`config.mk`:
```
export PLATFORM = sky130hd
export DESIGN_NAME = alu_vector_runner
export DESIGN_NICKNAME = d
export VERILOG_FILES = /design/src/rtl/alu_vector_runner.sv
export SDC_FILE = /design/constraint.sdc
export NUM_CORES = 1
export LEC_CHECK = 0
export ABC_AREA = 1
export CORE_UTILIZATION = 35
export DETAILED_ROUTE_END_ITERATION = 10
export SYNTH_ARGS = -nofsm -noshare
export SYNTH_HDL_FRONTEND = slang
export SYNTH_SLANG_ARGS = --single-unit
```
`constraint.sdc`:
```
create_clock -name clk -period 2.7 [get_ports clk]
set_clock_uncertainty 0.1 [all_clocks]
set_input_delay 0.54 -clock clk [delete_from_list [all_inputs] [get_ports clk]]
set_output_delay 0.54 -clock clk [all_outputs]
set_load 0.1 [all_outputs]
```
`src/rtl/alu_vector_runner.sv`:
```
// Stimulus/response engine for the 6-bit ALU: drives a fixed
// 16-entry vector set, checks every response and keeps tallies.
module alu_vector_runner #(
  parameter int unsigned SETTLE_CYCLES = 2,
  parameter bit          STOP_ON_FAIL  = 1'b0
) (
  input  logic       clk,
  input  logic       reset,
  input  logic       start,
  output logic [5:0] A,
  output logic [5:0] B,
  output logic [2:0] mode,
  input  logic [5:0] out,
  input  logic       f_cout,
  input  logic       f_ovf,
  output logic       busy,
  output logic       done,
  output logic [3:0] cur_idx,
  output logic [4:0] pass_count,
  output logic [4:0] fail_count,
  output logic       fail_flag,
  output logic [3:0] first_fail
);

  typedef enum logic [2:0] {
    S_IDLE,
    S_DRIVE,
    S_SETTLE,
    S_CHECK,
    S_DONE
  } state_t;

  localparam logic [3:0] LP_SETTLE = 4'(SETTLE_CYCLES);

  state_t     r_state;
  logic [3:0] r_cnt;

  logic [6:0] w_sum;
  logic [5:0] w_res;
  logic       w_c;
  logic       w_v;
  logic       w_match;
  logic       w_last;
  logic [3:0] w_next;

  // {A, B} operand pair for each vector index
  function automatic logic [11:0] rom(input logic [3:0] i);
    logic [11:0] v;
    unique case (i)
      4'd0:  v = {6'h00, 6'h3F};
      4'd1:  v = {6'h01, 6'h20};
      4'd2:  v = {6'h03, 6'h30};
      4'd3:  v = {6'h07, 6'h38};
      4'd4:  v = {6'h0F, 6'h3C};
      4'd5:  v = {6'h1F, 6'h3E};
      4'd6:  v = {6'h1A, 6'h06};
      4'd7:  v = {6'h18, 6'h36};
      4'd8:  v = {6'h33, 6'h33};
      4'd9:  v = {6'h0C, 6'h0C};
      4'd10: v = {6'h02, 6'h03};
      4'd11: v = {6'h04, 6'h05};
      4'd12: v = {6'h04, 6'h31};
      4'd13: v = {6'h0E, 6'h33};
      4'd14: v = {6'h1D, 6'h2A};
      4'd15: v = {6'h33, 6'h0C};
    endcase
    return v;
  endfunction

  always_comb begin
    w_sum = '0;
    w_res = '0;
    w_c   = 1'b0;
    w_v   = 1'b0;
    unique case (mode)
      3'd0: begin
        w_sum = {1'b0, A} + {1'b0, B};
        w_res = w_sum[5:0];
        w_c   = w_sum[6];
        w_v   = (A[5] == B[5]) && (w_sum[5] != A[5]);
      end
      3'd1: begin
        w_sum = {1'b0, A} + {1'b0, ~B} + 7'd1;
        w_res = w_sum[5:0];
        w_c   = w_sum[6];
        w_v   = (A[5] != B[5]) && (w_sum[5] != A[5]);
      end
      3'd2: w_res = A & B;
      3'd3: w_res = A | B;
      3'd4: w_res = A ^ B;
      3'd5: begin
        w_sum = {1'b0, A} + 7'd1;
        w_res = w_sum[5:0];
        w_c   = w_sum[6];
        w_v   = (A == 6'h1F);
      end
      3'd6: begin
        w_res = {A[4:0], 1'b0};
        w_c   = A[5];
      end
      3'd7: begin
        w_res = {1'b0, A[5:1]};
        w_c   = A[0];
      end
    endcase
  end

  assign w_match = ({f_cout, f_ovf, out} == {w_c, w_v, w_res});
  assign w_last  = (cur_idx == 4'd15) || (STOP_ON_FAIL && !w_match);
  assign w_next  = cur_idx + 4'd1;

  always_ff @(posedge clk) begin
    if (reset) begin
      r_state    <= S_IDLE;
      r_cnt      <= '0;
      A          <= '0;
      B          <= '0;
      mode       <= '0;
      cur_idx    <= '0;
      pass_count <= '0;
      fail_count <= '0;
      first_fail <= '0;
      fail_flag  <= 1'b0;
      busy       <= 1'b0;
      done       <= 1'b0;
    end else begin
      done <= 1'b0;
      unique case (r_state)
        S_IDLE: begin
          if (start) begin
            pass_count <= '0;
            fail_count <= '0;
            fail_flag  <= 1'b0;
            first_fail <= '0;
            cur_idx    <= '0;
            {A, B}     <= rom(4'd0);
            mode       <= '0;
            busy       <= 1'b1;
            r_state    <= S_DRIVE;
          end
        end
        S_DRIVE: begin
          r_cnt   <= LP_SETTLE;
          r_state <= S_SETTLE;
        end
        S_SETTLE: begin
          r_cnt <= r_cnt - 4'd1;
          if (r_cnt == 4'd1) r_state <= S_CHECK;
        end
        S_CHECK: begin
          if (w_match) pass_count <= pass_count + 5'd1;
          else         fail_count <= fail_count + 5'd1;
          if (!w_match && !fail_flag) begin
            fail_flag  <= 1'b1;
            first_fail <= cur_idx;
          end
          // next vector is loaded on the edge that enters DRIVE
          if (w_last) begin
            busy    <= 1'b0;
            done    <= 1'b1;
            r_state <= S_DONE;
          end else begin
            cur_idx <= w_next;
            {A, B}  <= rom(w_next);
            mode    <= w_next[3:1];
            r_state <= S_DRIVE;
          end
        end
        S_DONE:  r_state <= S_IDLE;
        default: r_state <= S_IDLE;
      endcase
    end
  end

endmodule

```
After elaboration in Yosys (flattened, before gate mapping)
Memories as Yosys holds them, arrays and structs flattened.
Cells that the tools add are included.
- bitwise gates (word level): 5
- add/subtract/negate cells: 8
- reductions and logical operators: 16
- equality and inequality tests: 25
- multiplexer cells: 34
- operators with widths (operator ; number):
    $pmux 6 s8 ; 1
    $mux 6 ; 4
    $pmux 4 s2 ; 3
    $pmux 6 s2 ; 2
    $pmux 5 s2 ; 2
    $mux 3 ; 5
    $mux 5 ; 3
    $reduce_and 3->1 ; 5
    $add 6x6->7 ; 2
    $ne 2x2->1 const B ; 7
    $eq 3x2->1 const B ; 4
    $eq 3x3->1 const B ; 4
    $mux 4 ; 3
    $pmux 3 s4 ; 1
    $add 5x1->5 const B ; 2
    $eq 8x8->1 ; 1
    $add 6x1->7 const B ; 1
    $add 7x1->7 const B ; 1
    $and 6x6->6 ; 1
    $eq 3x1->1 const B ; 2
    $eq 6x5->1 const B ; 1
    $logic_not 3->1 ; 2
    $not 6->6 ; 1
    $or 6x6->6 ; 1
    other kinds (18) ; 29
- ROM bits: 192
- logic and storage cells: 101
- register bits: 43
- output and inout port bits: 36
- memories kept: 1
- memory list (name ; words ; bits a word ; rd ports ; clocked after memory_dff ; write ports ; RTL line ; RTL):
    (name not given) ; 16 ; 12 ; 1 ; 0 ; 0 ; 49 ; unique case (i)

Longest topological paths before layout
- depth after elaboration: 11
- depth in mapped cells: 20

Least setup slack after synthesis
No wires, ideal clock.
- path type: reg2reg
- from: reg A[0]
- to: reg fail_count[2]
- stages on the path, launching flop included: 20
- buffers on the path: 0
- required time: 2.483 ns
- period minus slack after synthesis: 3.347 ns
- setup slack: -0.647 ns
- data arrival time: 3.130 ns
- setup time: 0.117 ns
- path through: dfxtp_1 inv_1 ha_1 fa_1 inv_1 nand3_1 nand2_1 nand2_1 nand3_1 nand3_1 nand2_1 nand2_1 nand2_1 nand3_1 nor2_1 nand3_2 nand2_2 inv_2 nor2_1 nor2_1
- longest elaborated chain between the ends: 8
- RTL lines (item ; RTL line ; RTL):
    start, declared ; 10 ; output logic [5:0] A,
    start signal, assigned ; 136 ; {A, B} <= rom(4'd0);
    start signal, assigned ; 164 ; {A, B} <= rom(w_next);
    $add 6x6->7 ; 83 ; w_sum = {1'b0, A} + {1'b0, ~B} + 7'd1;
    $add 7x1->7 ; 83 ;
    $ne 1x1->1 ; 86 ; w_v = (A[5] != B[5]) && (w_sum[5] != A[5]);
    $logic_and 1x1->1 ; 86 ;
    $pmux 1 s3 ; 75 ; unique case (mode)
    $eq 8x8->1 * ; 108 ; assign w_match = ({f_cout, f_ovf, out} == {w_c, w_v, w_res});
    $ne 2x2->1 (no source line) * ; - ;
    $reduce_and 3->1 (no source line) * ; - ;
    end signal, assigned ; 152 ; else fail_count <= fail_count + 5'd1;
    end, declared ; 20 ; output logic [4:0] fail_count,
Every way passes the cells marked *; elsewhere a longest branch is shown, timed or not.
A chain may end at the register's enable or synchronous reset.

Worst setup path in the final report
- from: reg A[0]
- to: reg first_fail[3]
- longest elaborated chain between the ends: 10
- RTL lines (item ; RTL line ; RTL):
    $add 6x6->7 ; 83 ;
    $add 7x1->7 ; 83 ;
    $ne 1x1->1 ; 86 ;
    $logic_and 1x1->1 ; 86 ;
    $pmux 1 s3 ; 75 ;
    $eq 8x8->1 * ; 108 ;
    $logic_not 1->1 * ; 153 ; if (!w_match && !fail_flag) begin
    $logic_and 1x1->1 * ; 153 ;
    $ne 2x2->1 (no source line) * ; - ;
    $reduce_and 3->1 (no source line) * ; - ;
    end signal, assigned ; 155 ; first_fail <= cur_idx;
    end, declared ; 22 ; output logic [3:0] first_fail
Marks and branches as above.

==> impl_metrics.yaml <==
global_routing:
  grt_pass1_vias: 3556
  grt_max_degree: 18
  antenna_found_initial: 0
  gr-usage-all-layers_pct: 20.6
  grt_pass1_wl_mm: 17.0
  globalRouteOverflowTotal: 0
routing:
  vias: 3873
  dr.pass1.iters: 5
  wl_mm: 10.5
  drt_iter0_markers: 213
  vias_per_cell: 4.99
  drc_errors: 0
  wl_per_cell_microns: 13.5
  antenna_left: 0
floorplanning:
  die_w_microns: 102
  coreArea_sq_um: 9680
  fp.dieH_microns: 102
  floorplan.die_area_sq_um: 10300
  initial_utilization_pct: 35.9
  rows: 36
  io-pin-count: 47
worst_setup_path:
  crit_start: "A[0]"
  crit_path_end_kind: "register"
  reg2reg_from: "A[0]"
  criticalPathCategory: "reg -> reg"
  reg2reg_depth: 16
  cp.required_ns: 2.84
  cp.arrival_ns: 2.67
  r2r_end: "first_fail[3]"
  rrSetupSlack_ns: 0.16
  start_kind: "register"
  cp_max_fo: 6
cts:
  root_buffer: "clkbuf_8"
  worstSkewPairLatency_ns: 0.29
  cts_inserted_buffers: 5
  clockBufferDepth: 2
  clk_pin_slew_worst_paths_ns: 0.09
  postCtsHoldBufs: 0
  cts_sinks: 40
  cts_tree: "built"
  cts_max_level: 2
power_and_ir_drop:
  total_leakage_power_uw: 0.00214
  peakVddDrop_uv: 548
  power_uw: 3820
  power_density_nw_per_um2: 838
synthesis:
  yosys.area.top_type: "dfxtp_1"
  synth_warnings: 0
  synthCells: 572
  synth_area_per_cell_sq_um: 6.09
  ys_seq_area_share_pct: 23.0
  synth_nets: 616
  yosysMostFrequentCell: "nand2_1"
  synth-seq-cells: 40
  netlist_top_cells_count: "nand2_1 (143), inv_1 (75), nor2_1 (66)"
  synth_top_area_share_pct: 23.0
  yosys_most_used_dff: "dfxtp_1"
  synth_cell_types: 36
  synth-edff-count: 0
  async_reset_ff_share_pct: 0
  netlist_area_sq_um: 3480
  netlist_top_cells_area: "dfxtp_1 (23%), nand2_1 (15%), ha_1 (11%), nand3_1 (8.2%), inv_1 (8.1%)"
final_layout:
  area_growth_pct: 31.1
  finalNetCount: 686
  antenna_cells: 0
  fillers: 1012
  drive_gt1_share_pct: 23.6
  utilization_pct: 47.1
sta:
  finalHoldViolations: 0
  period_minus_slack_ns: 2.54
  final_max_slew_viol_count: 0
  tns_ns: 0
  relSlewSlack_pct: 70.2
  setup_viol: 0
  worst_slew_pin_slew_ns: 0.445
  clock.fmax_mhz: 394
  period_share_pct: 93.9
place:
  port_buffers: 46
  gp_congestion: 0.899
  hpwl_mm: 8.07
min_path:
  hp-start: "r_cnt[3]"
  min_path_cells: 2
  hold_path_class: "reg -> reg"
  hold_end: "r_cnt[3]"
flow_run:
  maxCapViolations: 0
status:
  outcome: "finished clean"
==> state kept, by name, summed over array words and instances, names as in the netlist <==
name and cells:
A 6, B 6, fail_count 5, pass_count 5
first_fail 4, r_cnt 4, mode 3, r_state 3
busy 1, cur_idx 1, done 1, fail_flag 1
==> repair_timing <==
item	in CTS	in global routing
hold endpoints to repair	0	0
endpoints found under the setup margin	10	15
pin swaps	0	12
cloned	0	0
buffers inserted	0	7
resized for setup	0	50
==> where the power goes <==
| group | switching, uW | total, uW | internal, uW |
|---|---|---|---|
| registers | 156 | 906 | 750 |
| logic | 1730 | 2430 | 703 |
| clock network | 226 | 491 | 265 |
==> area by class of cell <==
| class | count | area (sq um) | share of cell area (%) |
|---|---|---|---|
| Multi-Input combinational cell | 428 | 2450 | 53.8 |
| Sequential cell | 40 | 843 | 18.5 |
| Timing Repair Buffer | 85 | 667 | 14.6 |
| Inverter | 82 | 315 | 6.91 |
| Tap cell | 133 | 166 | 3.65 |
| Clock buffer | 7 | 108 | 2.36 |
| Clock inverter | 1 | 8.76 | 0.192 |
==> cells in the final DEF, fill, tap and decap left out, drive strengths merged <==
cell and instances:
a21oi 30, nand4 16, clkdlybuf4s50 10, nor3 6
xnor2 2, nor3b 1, o22ai 1, ha 31
inv 81, buf 75, a22oi 1, a311oi 1
or2 4, a221oi 2, fa 2, o21ai 35
a211oi 2, nand3 58, o211ai 3, nand3b 4
a2111oi 1, o21bai 2, a31oi 4, nor2 71
clkbuf 7, dfxtp 40, clkinv 2, xor2 4
nand2 147
==> how the worst max path moves through the flow <==
| stage | end | slack (ns) |
|---|---|---|
| 6_report | first_fail[3] | 0.16 |
| 4_1_cts | pass_count[4] | -0.03 |
| 3_3_place_gp | fail_flag | 0.05 |
| 3_5_place_dp | pass_count[4] | -0.01 |
| 5_1_grt | first_fail[3] | -0.04 |
| 2_1_floorplan | fail_count[2] | -0.01 |
==> logic make-up after synthesis <==
| group | count (synthesis) | share of synthesized area, % |
|---|---|---|
| and+or+nand+nor | 307 | 38.3 |
| buffers and inverters | 104 | 11.9 |
| AOI/OAI and AO/OA | 82 | 13.0 |
| DFF | 40 | 23.0 |
| adders and majority gates | 33 | 12.3 |
| xor gates and xnor gates | 6 | 1.51 |
==> routing by layer <==
layer  track usage [%]  up-vias  share of wire [%]
li1                  -     1977                  -
met1              28.1     1804                 48
met2              33.3       78                 47
met3              2.62       14                3.9
met4              7.36        0                1.3
met5                 0        -                  0
==> critical path: stages, from the launching register on <==
cell and delay, ns:
dfxtp_4 0.37, inv_4 0.04, ha_4 0.16, fa_2 0.52, inv_1 0.04, nand2_1 0.05, nand2_1 0.06, nor3_2 0.11
nand2_1 0.09, nand3b_1 0.10, nand3_2 0.11, nor2_4 0.15, nand3_4 0.18, buf_6 0.17, nand4_1 0.06, nand2_1 0.06
nor2_1 0.11
==> stage by stage <==
stage                     hold slack (ns)  setup WS (ns)  instance area, sq um  cells
final                               0.368          0.165                  4560    776
after detailed placement            0.358        -0.0126                  4190    761
after floorplan                     0.342        -0.0105                  3520    572
after global routing                0.407        -0.0384                  4560    776
after global placement              0.357         0.0524                  4190    761
after CTS                           0.371        -0.0280                  4310    769
(Power assumes the default switching activity.)
